`src/rtl/cdb_arbiter_if.sv`:
```
// Common Data Bus bundle between the functional units and the CDB arbiter.
// The FU side (master) drives requests and payloads; the arbiter (slave) drives the bus.
interface cdb_arbiter_if #(
    parameter int N_FU  = 5,
    parameter int PAY_W = 38
);
    logic [N_FU-1:0]       req;
    logic [N_FU*PAY_W-1:0] pay;
    logic [PAY_W:0]        cdb;
    logic [N_FU-1:0]       grant;
    logic [31:0]           bcast_cnt;
    logic [N_FU-1:0]       starve;

    modport master (output req, pay, input cdb, grant, bcast_cnt, starve);
    modport slave  (input req, pay, output cdb, grant, bcast_cnt, starve);
endinterface

```
`src/rtl/cdb_arbiter.sv`:
```
// Round-robin Common Data Bus arbiter: picks one FU per cycle and broadcasts
// its payload as a registered {on, payload} word, with per-FU starvation flags.
module cdb_arbiter #(
    parameter int N_FU  = 5,
    parameter int PAY_W = 38
) (
    input logic          clk,
    input logic          rst,
    input logic          flush,
    cdb_arbiter_if.slave bus
);
    localparam int         PTR_W     = (N_FU > 1) ? $clog2(N_FU) : 1;
    localparam logic [3:0] STARVE_TH = 4'(2 * N_FU);

    logic [PTR_W-1:0] ptr_r, ptr_nxt_s, win_s;
    logic             found_s;
    logic [PAY_W:0]   cdb_r, cdb_nxt_s;
    logic [N_FU-1:0]  grant_r, grant_nxt_s;
    logic [N_FU-1:0]  starve_r, starve_nxt_s;
    logic [31:0]      bcast_r, bcast_nxt_s;
    logic [3:0]       wait_r     [N_FU];
    logic [3:0]       wait_nxt_s [N_FU];

    // ptr + k never exceeds 2*N_FU-2, so one conditional subtract wraps it
    function automatic int wrap_idx(input int p, input int k);
        return ((p + k) >= N_FU) ? (p + k - N_FU) : (p + k);
    endfunction

    // Round-robin search starting at ptr; first requester wins
    always_comb begin
        found_s = 1'b0;
        win_s   = '0;
        for (int k = 0; k < N_FU; k++) begin
            if (!found_s && bus.req[wrap_idx(int'(ptr_r), k)]) begin
                found_s = 1'b1;
                win_s   = PTR_W'(wrap_idx(int'(ptr_r), k));
            end else begin
                found_s = found_s;
            end
        end
    end

    // Next-state for bus, grant, pointer and broadcast counter
    always_comb begin
        cdb_nxt_s   = '0;
        grant_nxt_s = '0;
        ptr_nxt_s   = ptr_r;
        bcast_nxt_s = bcast_r;
        if (flush) begin
            cdb_nxt_s   = '0;
            grant_nxt_s = '0;
        end else if (found_s) begin
            cdb_nxt_s   = {1'b1, bus.pay[int'(win_s)*PAY_W +: PAY_W]};
            grant_nxt_s = {{(N_FU-1){1'b0}}, 1'b1} << win_s;
            ptr_nxt_s   = (win_s == PTR_W'(N_FU - 1)) ? '0 : win_s + PTR_W'(1);
            bcast_nxt_s = bcast_r + 32'd1;
        end else begin
            cdb_nxt_s   = '0;
            grant_nxt_s = '0;
        end
    end

    // Per-FU wait counters: cleared on grant, idle or flush; otherwise saturate at 15
    always_comb begin
        for (int i = 0; i < N_FU; i++) begin
            wait_nxt_s[i] = 4'd0;
            if (flush || !bus.req[i]) begin
                wait_nxt_s[i] = 4'd0;
            end else if (found_s && (win_s == PTR_W'(i))) begin
                wait_nxt_s[i] = 4'd0;
            end else if (wait_r[i] == 4'd15) begin
                wait_nxt_s[i] = 4'd15;
            end else begin
                wait_nxt_s[i] = wait_r[i] + 4'd1;
            end
            starve_nxt_s[i] = (wait_nxt_s[i] >= STARVE_TH);
        end
    end

    // State registers with synchronous active-low reset
    always_ff @(posedge clk) begin
        if (!rst) begin
            cdb_r    <= '0;
            grant_r  <= '0;
            ptr_r    <= '0;
            bcast_r  <= 32'd0;
            starve_r <= '0;
            for (int i = 0; i < N_FU; i++) begin
                wait_r[i] <= 4'd0;
            end
        end else begin
            cdb_r    <= cdb_nxt_s;
            grant_r  <= grant_nxt_s;
            ptr_r    <= ptr_nxt_s;
            bcast_r  <= bcast_nxt_s;
            starve_r <= starve_nxt_s;
            for (int i = 0; i < N_FU; i++) begin
                wait_r[i] <= wait_nxt_s[i];
            end
        end
    end

    assign bus.cdb       = cdb_r;
    assign bus.grant     = grant_r;
    assign bus.bcast_cnt = bcast_r;
    assign bus.starve    = starve_r;
endmodule

```
`src/flat_wrapper.sv`:
```
// flat-port wrapper written by rule: the top's interface ports become plain ports
module cdb_arbiter_flat 
#(
    parameter int N_FU  = 5,
    parameter int PAY_W = 38
)
  (clk, rst, flush, bus_req, bus_pay, bus_cdb, bus_grant, bus_bcast_cnt, bus_starve);
  cdb_arbiter_if #(.N_FU(N_FU), .PAY_W(PAY_W)) bus_i ();
  input logic clk;
  input logic rst;
  input logic flush;
  input wire logic [$bits(bus_i.req)-1:0] bus_req;
  input wire logic [$bits(bus_i.pay)-1:0] bus_pay;
  output wire logic [$bits(bus_i.cdb)-1:0] bus_cdb;
  output wire logic [$bits(bus_i.grant)-1:0] bus_grant;
  output wire logic [$bits(bus_i.bcast_cnt)-1:0] bus_bcast_cnt;
  output wire logic [$bits(bus_i.starve)-1:0] bus_starve;
  assign bus_i.req = bus_req;
  assign bus_i.pay = bus_pay;
  assign bus_cdb = bus_i.cdb;
  assign bus_grant = bus_i.grant;
  assign bus_bcast_cnt = bus_i.bcast_cnt;
  assign bus_starve = bus_i.starve;
  cdb_arbiter #(.N_FU(N_FU), .PAY_W(PAY_W)) u_core (.clk(clk), .rst(rst), .flush(flush), .bus(bus_i));
endmodule
```
`config.mk`:
```
export PLATFORM = sky130hd
export DESIGN_NAME = cdb_arbiter_flat
export DESIGN_NICKNAME = d
export VERILOG_FILES = /design/src/rtl/cdb_arbiter_if.sv /design/src/rtl/cdb_arbiter.sv /design/src/flat_wrapper.sv
export SDC_FILE = /design/constraint.sdc
export NUM_CORES = 1
export LEC_CHECK = 0
export ABC_AREA = 1
export ABC_CLOCK_PERIOD_IN_PS = 3080
export CORE_MARGIN = 2
export CORE_UTILIZATION = 41
export DETAILED_ROUTE_END_ITERATION = 10
export PLACE_DENSITY = 0.77
export RECOVER_POWER = 25
export SYNTH_ARGS = -nofsm -noshare
export SYNTH_HDL_FRONTEND = slang
export SYNTH_SLANG_ARGS = --single-unit
```
`constraint.sdc`:
```
create_clock -name clk -period 3.08 [get_ports clk]
set_input_delay 0.462 -clock clk [delete_from_list [all_inputs] [get_ports clk]]
set_output_delay 0.462 -clock clk [all_outputs]
set_load 0.05 [all_outputs]
```
# Word level (Yosys, flattened, before mapping)
# Memory sizes are Yosys's and may differ from the RTL's.
# Cells that the tools add are included.
# totals
ff_bits	84
ramBits	20
inputBits	198
out_inout_bits	81
word_cells	139
n_memories	1
# classes
addsub	16
mul	1
magnitude_cmp	15
eq_ne	9
n_shift	2
mux	54
n_bitwise	8
n_reduce_logical	27
# mem_list
name	words	word_bits	read_ports	rd_clocked_by_memory_dff	write_ports	line	rtl
u_core.wait_r	5	4	5	0	5	cdb_arbiter.sv:21	logic [3:0] wait_r [N_FU];
# op_table
operator	count
190-bit by 32-bit variable part select with 38-bit output	1
32-bit by 5-bit < comparator with 1-bit output, second input constant	5
32-bit two-way mux	5
32-bit by 4-bit greater-or-equal comparator with 1-bit output, second input constant	4
32-bit by 4-bit subtractor with 32-bit output, second input constant	4
4-bit two-way mux	20
39-bit two-way mux	1
32-bit by 1-bit adder with 32-bit output, second input constant	1
4-bit by 1-bit adder with 4-bit output, second input constant	5
4-bit == test, second input constant	5
4-bit greater-or-equal comparator, second input constant	5
3-bit two-way mux	6
1-bit two-way mux	17
1-bit binary-select mux with 3-bit select	5
1-bit logical AND	9
1-bit zero test	9
3-bit by 2-bit adder with 4-bit output, second input constant	2
3-bit by 5-bit multiplier with 8-bit output, second input constant	1
3-bit by 2-bit == test with 1-bit output, second input constant	2
1-bit logical OR	5
1-bit bitwise OR	5
1-bit by 3-bit << shifter with 5-bit output, first input constant	1
3-bit by 1-bit adder with 4-bit output, second input constant	1
3-bit by 3-bit adder with 4-bit output, second input constant	1
10 further kinds	12

# Logic depth before layout (Yosys ltp)
# Gate-level depths: netlist of run 1.
# depth
depth_word	23
depth_mapped	27
mapped_depth_nobuf	25

# Worst setup path after synthesis of run 1
# No wires, ideal clock.
# synth_timing
kind	register -> register
start	reg u_core.ptr_r[0]
end	reg u_core.starve_r[3], in the netlist u_core.bus.starve[3]
t_arrival_ns	3.249
required_time_ns	3.010
path_slack_ns	-0.238
path_stages_with_launch	24
n_path_buf	2
period_less_slack_ns	3.318
path_cell_list	dfxtp_1 buf_4 inv_2 ha_1 inv_1 fa_1 inv_1 nand2_1 o21ai_0 nand3_1 nand2_1 nand2_1 nand2_1 nor2_8 nand2_2 inv_2 nand2_1 nand3_2 buf_2 ha_1 ha_1 a22oi_1 nand3_1 a21oi_1
# synth_via
elab_chain_len	23
word_cells_on_any_way	57
classes_between	9 x add/sub; 6 x order compare; 1 x eq/ne; 32 x mux; 9 x reduce/logical
# synth_lines
item	line	rtl
from (decl)	cdb_arbiter.sv:15	logic [PTR_W-1:0] ptr_r, ptr_nxt_s, win_s;
from (signal assigned)	cdb_arbiter.sv:94	ptr_r <= ptr_nxt_s;
branches (longest 19 deep; another with 32-bit by 4-bit subtractor with 32-bit output)	--	
1-bit logical AND (*)	cdb_arbiter.sv:69	end else if (found_s && (win_s == PTR_W'(i))) begin
4-bit two-way mux (*)	cdb_arbiter.sv:69	
4-bit two-way mux (*)	cdb_arbiter.sv:67	if (flush || !bus.req[i]) begin
4-bit greater-or-equal comparator (*)	cdb_arbiter.sv:76	starve_nxt_s[i] = (wait_nxt_s[i] >= STARVE_TH);
to (signal assigned)	cdb_arbiter.sv:96	starve_r <= starve_nxt_s;
to (decl)	cdb_arbiter.sv:19	logic [N_FU-1:0] starve_r, starve_nxt_s;
# Every way passes the cells marked *. The select of a mux whose other input is x is not followed.
# A chain may end at the register's enable or synchronous reset.

# Worst setup path in the final report of run 1
# layout_timing
start	reg u_core.ptr_r[0]
end	reg u_core.cdb_r[3], in the netlist u_core.bus.cdb[3]
# layout_via
elab_chain_len	20
word_cells_on_any_way	56
classes_between	9 x add/sub; 1 x mul; 5 x order compare; 1 x shift; 30 x mux; 1 x bitwise; 9 x reduce/logical
# layout_lines
item	line	rtl
branches (longest 20 deep; another with 32-bit by 4-bit subtractor with 32-bit output)	--	
to (signal assigned)	cdb_arbiter.sv:92	cdb_r <= cdb_nxt_s;
to (decl)	cdb_arbiter.sv:17	logic [PAY_W:0] cdb_r, cdb_nxt_s;
# Parallel ways; which one is timed is not known. The select of a mux whose other input is x is not followed.

==> qor.yml, run 1 <==
grt:
  antenna_found_initial: 0
  grt_usage_pct: 27.2
  grt_pass1_vias: 7930
  grt_first_pass_wirelength_mm: 42.2
  gr-total-overflow: 0
  grt_max_degree: 77
clock_network:
  htree_levels: 3
  cts_buffers: 9
  cts_buffer_depth: 2
  tritoncts: "built"
  cts_hold_buf: 0
  clk_pin_slew_ns: 0.08
  clock_sinks: 104
  clock_latency_ns: 0.36
  root_buffer: "clkbuf_16"
routing:
  dr_total_vias: 8869
  first_pass_iters: 8
  routedWlPerCell_um: 16.1
  drc: 0
  via_per_inst: 5.04
  ant_nets: 0
  totalWireLength_mm: 28.3
  drt_iter0_markers: 640
critical_path:
  r2r_setup_slack_ns: 0.10
  rr_worst_depth: 20
  cp_top_family: "simple AND/OR/NAND/NOR gates"
  crit_buf_inv: 5
  cp.required_ns: 3.34
  crit_chain: "inv_4 > ha_4 > inv_4 > fa_2 > inv_4 > nand2_8 > inv_2 > o21a_1 > nand4_1 > nand2_4 > nor2_8 > nand2_2 > nor2_2 > nor2_4 > buf_12 > nand3_1 > nand3_1 > nand2_1 > nand2_1 > nand2_1"
  r2r-start: "u_core.ptr_r[0]$_SDFFE_PN0P_"
  critical_path_class: "flop to flop"
  slowest_stage: "fa_2"
  setup.worst_path.start: "u_core.ptr_r[0]$_SDFFE_PN0P_"
  cp-start-kind: "flop"
  cp.arrival_ns: 3.24
  crit_path_max_incr_delay_ns: 0.39
  setup.worst_path.end_class: "flop"
  r2r_end: "u_core.bus.cdb[3]$_SDFF_PP0_"
  path_max_fanout: 25
synthesis:
  synth_top_family_by_area: "simple AND/OR/NAND/NOR gates"
  synth.area.mux_share_pct: 0
  synth-xor-area-share_pct: 3.33
  yosysSeqAreaShare_pct: 28.3
  syn_inst: 1238
  syn_area_um2: 7360
  synthesis.nets: 1454
  ys.warnings.count: 0
  postSynthAreaPerCell_um2: 5.95
  yosys.area_share.simple_pct: 46.6
  synth-compound-area-share_pct: 6.17
  synthAdderAreaFrac_pct: 3.16
  synth.distinct_cells: 42
  ys_seq_elements: 104
sta:
  setup_violations: 0
  slew_headroom_pct: 61.5
  setup_ws_ns: 0.102
  tightestPinTransition_ns: 0.576
  fin_crit_sh_pct: 96.7
  maxSlewViolCount: 0
  max_freq_ghz: 0.336
  fin_crit_ns: 2.98
  whs_ns: 0.471
  setup_tns_ns: 0
  hold_viol: 0
  fin_skew_ns: 0.0135
  grt_setup_unrepaired: "yes"
power:
  power_frac_clock_pct: 8.6
  power.leakage_nw: 5.42
  vdd_drop_max_mv: 0.933
  p_sw_mw: 7.40
  switching_share_pct: 53.3
  power-per-cell-area_nw_per_um2: 1220
  p_int_mw: 6.47
  seq_power_share_pct: 11.9
  pwr-share-comb_pct: 79.5
layout:
  n_antenna_cell: 0
  finalNetCount: 1743
  area_growth_pct: 54.0
  layout-drive-gt1-share_pct: 10.2
  fin_util_pct: 63.8
die:
  boundaryPins: 279
  rows: 49
  die_h_um: 138
  fp.coreArea_um2: 17800
  start_util_pct: 41.4
  die-area_um2: 19000
  fp.dieW_um: 138
run_status:
  status: "finished, final reports clean"
min_path:
  hold_start: "u_core.wait_r[0][8]$_SDFF_PN0_"
  min_to: "u_core.wait_r[0][8]$_SDFF_PN0_"
  min_path_cells: 1
  hp-class: "flop to flop"
place:
  place.gp.congestion: 0.960
  port_buffers: 278
  place_hpwl_mm: 20.5
  dp_slack_ns: -0.0513
job:
  max-cap-violations: 0
## worst max-delay path by stage
stage	end	slack, ns	cells past startpoint
finish	u_core.bus.cdb[3]$_SDFF_PP0_	0.10	20
global route	u_core.bus.starve[2]$_SDFF_PN0_	-0.06	23
CTS	u_core.bus.starve[3]$_SDFF_PN0_	0.005	21
detailed placement	u_core.bus.starve[3]$_SDFF_PN0_	-0.05	21
global placement	u_core.bus.cdb[33]$_SDFF_PP0_	0.08	24
floorplan	u_core.bus.starve[3]$_SDFF_PN0_	0.003	20
## stage by stage
step	power, mW	area [um2]	std cells
floorplan	8.23	7380	1238
global placement	10.8	10500	1728
detailed placement	10.9	10500	1728
CTS	12.1	10800	1744
global route	15.0	11300	1761
finish	13.9	11300	1761
## cells in the final DEF, fill, tap and decap left out, drive strengths merged
cell type        n
nor3b            1
clkinv           2
ha              17
and3             2
clkinvlp         2
and2             1
nor4             7
fa               1
buf             48
o2111ai          1
or4              1
o211a            1
xor2            23
o21ai           21
nand3b           2
o21a             1
clkdlybuf4s50  234
o211ai           2
a22oi            2
nor2            59
inv            161
clkbuf          15
a31oi            2
nor3            19
a21boi           2
nand2          509
a21oi           47
nand4           20
dfxtp          104
bufinv           1
xnor2            5
dlygate4sd3     44
nand3          175
## state kept, by name (all words and copies together), names as in the netlist
register and cells:
u_core.bus.grant 5, u_core.wait_r 20, u_core.bus.starve 5, u_core.bus.cdb 39
u_core.bus.bcast_cnt 32, u_core.ptr_r 3
## power by group through the flow
stage	clock, mW	combinational, mW	sequential, mW
2_1_floorplan	0	6.09	2.15
3_3_place_gp	0	9.11	1.67
3_5_place_dp	0	9.18	1.68
4_1_cts	1.21	9.21	1.65
5_1_grt	1.27	12.0	1.66
6_report	1.19	11.0	1.65
## final cells by class
type | instances | area, um2
clock inverter | 6 | 67.6
sequential | 104 | 2090
fill | 1637 | 6440
tap | 229 | 287
multi-input combinational | 921 | 4620
timing repair buffer | 331 | 3440
clock buffer | 10 | 229
inverter | 160 | 616
## Yosys cell counts (all sizes together)
cell	n	share of area, %
nand2	509	26
nand3	175	12
inv	160	8.2
dfxtp	104	28
nor2	59	3.5
a21oi	47	3.5
buf	46	3.9
xor2	23	2.7
o21ai	21	1.5
nand4	20	2.0
nor3	19	1.3
ha	17	2.9
clkbuf	7	0.36
nor4	7	0.59
xnor2	5	0.59
a21boi	2	0.20
a22oi	2	0.20
a31oi	2	0.17
and3	2	0.17
nand3b	2	0.20
o211ai	2	0.20
and2	1	0.085
fa	1	0.27
nor3b	1	0.10
o2111ai	1	0.12
o211a	1	0.14
o21a	1	0.10
or4	1	0.10
## repair_timing
item	CTS	global route
buffers inserted	0	12
endpoints found under the hold margin	0	0
cloned	0	6
endpoints found under the setup margin	6	102
resized for setup	2	68
pin swaps	0	18
## logic make-up after synthesis
group	after synthesis
AO/OA/AOI/OAI	79
AND/OR/NAND/NOR	796
adder cells (fa/ha/maj)	18
buffers and inverters	213
XOR/XNOR	28
flip-flops	104
## layer usage
metal  track usage (%)  vias up  part of all wire (%)
met2              46.7      342                    48
met1              33.9     3998                    41
met3              5.20       61                   7.3
met5                 0        -                     0
met4              10.3        0                   3.3
li1                  -     4468                     -
Power figures use the tool's default switching activity.
==> run 2, diff against run 1 <==
--- a/config.mk
+++ b/config.mk
@@ -7,9 +7,9 @@
 export LEC_CHECK = 0
 export ABC_AREA = 1
 export ABC_CLOCK_PERIOD_IN_PS = 3080
-export CORE_MARGIN = 2
 export CORE_UTILIZATION = 41
 export DETAILED_ROUTE_END_ITERATION = 10
+export GPL_TIMING_DRIVEN = 0
 export PLACE_DENSITY = 0.77
 export RECOVER_POWER = 25
 export SYNTH_ARGS = -nofsm -noshare
==> run 2 against run 1 <==
  * The run now ends with setup timing left
  * Combinational power is 4% higher
  * Utilization is 2.5 points higher
  * Power is 3.1% higher
  * Clock power is 7% higher
  * Final cell count is 1.8% higher
  * Worst hold slack better by 0.014 ns
  * Critical path type unchanged
  * Critical endpoint is now u_core.bus.starve[3]$_SDFF_PN0_
==> qor.yml, run 2 (synthesis gave the netlist of run 1 again) <==
sta:
  fin_crit_sh_pct: 104
  setup_ws_ns: -0.124
  fin_skew_ns: 0.0101
  slew_headroom_pct: 58.7
  max_freq_ghz: 0.312
  setup_tns_ns: -2.96
  tightestPinTransition_ns: 0.618
  fin_crit_ns: 3.20
  setup_violations: 49
  hold_viol: 0
  grt_setup_unrepaired: "yes"
  maxSlewViolCount: 0
layout:
  final_cell_mix: "nand2_1, clkdlybuf4s50_1, nand3_1"
  finalNetCount: 1778
  largest_register_ff_count: 39
  layout-drive-gt1-share_pct: 12.8
  area_growth_pct: 56.8
  final_common_cell: "nand2_1"
critical_path:
  r2r_end: "u_core.bus.starve[3]$_SDFF_PN0_"
  critical_path_class: "flop to flop"
  cp-start-kind: "flop"
  setup.worst_path.end_class: "flop"
  slowest_stage: "fa_2"
  path_max_fanout: 7
  r2r-start: "u_core.ptr_r[0]$_SDFFE_PN0P_"
  r2r_setup_slack_ns: -0.12
  rr_worst_depth: 23
  cp.required_ns: 3.39
  crit_chain: "buf_8 > inv_8 > ha_4 > inv_4 > fa_2 > inv_4 > nand2_8 > o21ai_4 > nand3_2 > nand2_2 > nand2_2 > nand2_4 > nor2_8 > nand2_4 > inv_2 > nand2_2 > nand3_4 > buf_8 > ha_4 > ha_4 > a22oi_2 > nand3_2 > a21oi_2"
  cp.arrival_ns: 3.51
  crit_path_max_incr_delay_ns: 0.39
clock_network:
  cts_buffers: 9
  clock_sinks: 104
  clock_latency_ns: 0.36
  tritoncts: "built"
  cts_buffer_depth: 2
  root_buffer: "clkbuf_16"
  clk_pin_slew_ns: 0.08
  htree_levels: 3
grt:
  grt_pass1_vias: 8229
  grt_usage_pct: 29.3
  grt_first_pass_wirelength_mm: 42.2
  gr-total-overflow: 0
  antenna_found_initial: 2
  grt_max_degree: 21
power:
  power.leakage_nw: 5.51
  switching_share_pct: 53.0
  seq_power_share_pct: 11.5
  p_int_mw: 6.73
  pwr-share-comb_pct: 79.6
  power_frac_clock_pct: 8.9
  total_power_mw: 14.3
  p_sw_mw: 7.58
  vdd_drop_max_mv: 0.731
  power-per-cell-area_nw_per_um2: 1240
routing:
  ant_nets: 0
  drc: 0
  dr_total_vias: 9209
  drt_iter0_markers: 621
  routedWlPerCell_um: 16.2
  via_per_inst: 5.14
  first_pass_iters: 5
  totalWireLength_mm: 29.1
run_status:
  status: "finished, violations left"
  violations: "setup timing"
die:
  die_h_um: 136
  boundaryPins: 279
  rows: 48
  die-area_um2: 18500
  start_util_pct: 42.3
  fp.dieW_um: 136
  fp.coreArea_um2: 17400
min_path:
  hp-class: "flop to flop"
  hold_start: "u_core.wait_r[0][8]$_SDFF_PN0_"
  min_path_cells: 1
  min_to: "u_core.wait_r[0][8]$_SDFF_PN0_"
job:
  max-cap-violations: 0
place:
  place.gp.congestion: 0.952
  place_hpwl_mm: 21.5
  port_buffers: 278
[run 2: metrics by stage]
| stage | utilization, % | hold slack, ns | cells | worst slack, ns | area [um2] |
|---|---|---|---|---|---|
| 4_1_cts | 63.2 | 0.484 | 1768 | -0.0140 | 11000 |
| 5_1_grt | 66.3 | 0.502 | 1793 | -0.338 | 11500 |
| 3_5_place_dp | 60.0 | 0.468 | 1741 | -0.697 | 10400 |
| 6_report | 66.3 | 0.485 | 1793 | -0.124 | 11500 |
| 2_1_floorplan | - | 0.433 | 1238 | 0.00275 | 7380 |
| 3_3_place_gp | 60.0 | 0.454 | 1741 | -0.664 | 10400 |
[run 2: what timing repair did]
item                       CTS  global route
resized for setup           40           104
hold buffers                 0             0
setup endpoints to repair  103            96
pin swaps                    8            34
cloned                       0             1
buffers inserted            11            23
[run 2: how the worst max path moves through the flow]
stage | from | end
6_report | u_core.ptr_r[0]$_SDFFE_PN0P_ | u_core.bus.starve[3]$_SDFF_PN0_
4_1_cts | u_core.ptr_r[0]$_SDFFE_PN0P_ | u_core.bus.starve[3]$_SDFF_PN0_
2_1_floorplan | u_core.ptr_r[1]$_SDFFE_PN0P_ | u_core.bus.starve[3]$_SDFF_PN0_
5_1_grt | u_core.ptr_r[0]$_SDFFE_PN0P_ | u_core.bus.cdb[8]$_SDFF_PP0_
3_3_place_gp | u_core.ptr_r[1]$_SDFFE_PN0P_ | u_core.bus.starve[3]$_SDFF_PN0_
3_5_place_dp | u_core.ptr_r[1]$_SDFFE_PN0P_ | u_core.bus.starve[3]$_SDFF_PN0_
[run 2: cell type report]
class / count / area [um2]
inverters: 160 / 624
repair buffers: 313 / 3070
well taps: 225 / 282
multi-input cells: 921 / 4710
clock inverters: 7 / 90.1
plain buffers: 53 / 449
clock buffers: 9 / 225
fillers: 1557 / 5880
diodes: 1 / 2.50
flip-flops and latches: 104 / 2090
[run 2: routing by layer]
layer	vias to the layer above	track usage [%]	wire length, um
met5	-	0	13
met4	2	13.4	1060
met3	82	5.26	2150
met2	383	50.0	14200
met1	4201	35.4	11700
li1	4541	-	-
[run 2: power by group through the flow]
stage | clock [mW] | sequential, mW | combinational, mW
CTS | 1.29 | 1.65 | 9.52
global route | 1.35 | 1.66 | 12.5
detailed placement | 0 | 1.68 | 8.94
finish | 1.27 | 1.65 | 11.4
global placement | 0 | 1.67 | 8.82
floorplan | 0 | 2.15 | 6.09
[run 2: critical path: cells and delay by family (launching register included)]
family	cells	cell delay [ns]
AND/OR/NAND/NOR	10	0.89
buffers and inverters	6	0.55
AO/OA/AOI/OAI	3	0.49
adder cells (fa/ha/maj)	4	0.83
flip-flops	1	0.36
==> run 3, diff against run 2 <==
--- a/config.mk
+++ b/config.mk
@@ -7,7 +7,9 @@
 export LEC_CHECK = 0
 export ABC_AREA = 1
 export ABC_CLOCK_PERIOD_IN_PS = 3080
-export CORE_UTILIZATION = 41
+export CELL_PAD_IN_SITES_DETAIL_PLACEMENT = 1
+export CELL_PAD_IN_SITES_GLOBAL_PLACEMENT = 2
+export CORE_UTILIZATION = 20
 export DETAILED_ROUTE_END_ITERATION = 10
 export GPL_TIMING_DRIVEN = 0
 export PLACE_DENSITY = 0.77
==> run 3 against run 2 <==
  * The flow still finishes with violations (setup timing)
  * Largest power group unchanged
  * Cell area grew 6.5%
  * Critical path depth stayed put
  * Via count is 2.1% lower
  * Combinational power up 14%
  * Clock skew is 0.0064 ns higher
  * Count of clock-buffer cells in the layout stayed put
  * Fmax is 0.28% higher
  * Wire length rose by 22%
  * Highest routed layer unchanged
  * First-iteration DRC count is 56% lower
  * Flip-flop and latch count unchanged
  * Sequential power hardly changed
  * Worst hold slack got worse by 0.010 ns
==> qor.yml, run 3 (synthesis gave the netlist of run 1 again) <==
routing:
  via_per_inst: 4.42
  drt_iter0_markers: 273
  first_pass_iters: 4
  ant_nets: 0
  routedWlPerCell_um: 17.4
  drc: 0
  dr_total_vias: 9019
  totalWireLength_mm: 35.5
layout:
  largest_register_ff_count: 39
  final_common_cell: "nand2_1"
  final_cell_mix: "nand2_1, clkdlybuf4s50_1, nand3_1"
  multiInputGateArea_um2: 4860
  fin_cells: 2040
  finalNetCount: 1786
  layout-drive-gt1-share_pct: 15.1
  register_area_um2: 2090
  fin_util_pct: 34.2
  area_growth_pct: 67.0
  nFillCells: 4533
critical_path:
  worstSetupEndpoint: "u_core.bus.cdb[19]$_SDFF_PP0_"
  setup.worst_path.start: "u_core.ptr_r[0]$_SDFFE_PN0P_"
  setup.worst_path.end_class: "flop"
  cp-start-kind: "flop"
  critical_path_class: "flop to flop"
  rr_worst_depth: 23
  path_max_fanout: 8
  r2r_end: "u_core.bus.cdb[19]$_SDFF_PP0_"
  r2r-start: "u_core.ptr_r[0]$_SDFFE_PN0P_"
  crit_chain: "buf_8 > inv_8 > ha_4 > inv_4 > fa_2 > inv_4 > nand2_8 > inv_1 > o21a_1 > inv_1 > nand2_2 > nand2_4 > nor2_8 > nand4_1 > nand3_4 > buf_6 > inv_4 > buf_12 > buf_8 > nand2_2 > nand2_1 > nand2_1 > nand2_2"
  r2r_setup_slack_ns: -0.12
  cp.required_ns: 3.35
  slowest_stage: "fa_2"
  cp.arrival_ns: 3.46
  crit_path_max_incr_delay_ns: 0.39
grt:
  gr-total-overflow: 0
  grt_pass1_vias: 9151
  grt_usage_pct: 18.2
  grt_first_pass_wirelength_mm: 52.8
  antenna_found_initial: 7
  grt_max_degree: 20
sta:
  setup_ws_ns: -0.115
  tightestPinTransition_ns: 0.617
  setup_tns_ns: -1.31
  max_freq_ghz: 0.313
  slew_headroom_pct: 58.7
  fin_skew_ns: 0.0165
  grt_setup_unrepaired: "yes"
  hold_viol: 0
  setup_violations: 36
  maxSlewViolCount: 0
  fin_crit_sh_pct: 104
  fin_crit_ns: 3.20
place:
  port_buffers: 278
  dp_slack_ns: -1.03
  place_hpwl_mm: 27.2
  place.gp.congestion: 0.873
  dp.cells: 1977
die:
  rows: 69
  fp.dieW_um: 194
  fp.coreArea_um2: 35900
  die-area_um2: 37600
  die_h_um: 194
  start_util_pct: 20.5
  boundaryPins: 279
clock_network:
  cts_buffers: 9
  clock_latency_ns: 0.39
  cts_hold_buf: 0
  tritoncts: "built"
  root_buffer: "clkbuf_16"
  clk_pin_slew_ns: 0.09
  htree_levels: 3
  clock_sinks: 104
  cts_buffer_depth: 2
job:
  max-cap-violations: 0
min_path:
  hp-class: "flop to flop"
power:
  power.leakage_nw: 5.67
  total_power_mw: 16.0
  vdd_drop_max_mv: 0.746
  power-per-cell-area_nw_per_um2: 1300
run_status:
  violations: "setup timing"
  status: "finished, violations left"
## run 3: cell count changes in the layout (fill, tap and decap cells not counted), moves of 4 or more
cell,previous run,this run
nand2_1,475,453
nand2_4,8,16
clkbuf_4,4,8
nand2_2,25,39
buf_2,15,6
clkbuf_16,9,15
buf_12,1,6
buf_8,7,11
## run 3: power by group
group          switching (mW)  leakage (nW)  internal [mW]  total, mW
clock                   0.648         0.144          0.651       1.30
combinational            7.75          4.68           5.27       13.0
sequential             0.0925         0.847           1.56       1.65
total                    8.49          5.67           7.48       16.0
## run 3: layer usage
metal	routed length, um	share of wire, %	vias to the layer above	global-route usage [%]
met5	36	0.10	-	0
met4	640	1.8	6	4.76
met3	1340	3.8	35	3.84
met2	17700	50	180	32.3
met1	15800	44	4247	22.1
li1	-	-	4551	-
## run 3: area by class of cell
cell class	instances	share of cell area, %
clock buffers	9	1.83
clock inverters	7	0.743
multi-input cells	921	39.5
well taps	461	4.69
plain buffers	50	4.40
inverters	160	5.06
flip-flops and latches	104	17.0
repair buffers	324	26.7
diodes	4	0.0814
## run 3: critical path: cells and delay by family, from the launching register on
kind                       cells  cell delay (ns)
and+or+nand+nor               10             1.08
AOI/OAI and AO/OA              1             0.18
buffers and inverters         10             0.93
DFF                            1             0.33
adders and majority gates      2             0.52
## run 3: repair_timing
action,4_1_cts,5_1_grt
resized for setup,71,141
gates cloned,0,7
endpoints found under the setup margin,103,101
buffers inserted,20,19
pin swaps,11,42
## run 3: how the worst min path moves through the flow
stage,startpoint,to,slack [ns],cells past startpoint
finish,u_core.wait_r[0][8]$_SDFF_PN0_,u_core.wait_r[0][8]$_SDFF_PN0_,0.47,1
global route,u_core.wait_r[0][8]$_SDFF_PN0_,u_core.wait_r[0][8]$_SDFF_PN0_,0.52,1
CTS,u_core.wait_r[0][8]$_SDFF_PN0_,u_core.wait_r[0][8]$_SDFF_PN0_,0.48,1
detailed placement,u_core.wait_r[0][8]$_SDFF_PN0_,u_core.wait_r[0][8]$_SDFF_PN0_,0.47,1
global placement,u_core.wait_r[0][8]$_SDFF_PN0_,u_core.wait_r[0][8]$_SDFF_PN0_,0.45,1
floorplan,u_core.wait_r[0][12]$_SDFF_PN0_,u_core.wait_r[0][12]$_SDFF_PN0_,0.43,1
## run 3: through the flow
step | area, um2 | hold slack (ns)
3_3_place_gp | 10700 | 0.454
6_report | 12300 | 0.475
5_1_grt | 12300 | 0.516
3_5_place_dp | 10700 | 0.466
4_1_cts | 11500 | 0.480
2_1_floorplan | 7380 | 0.433
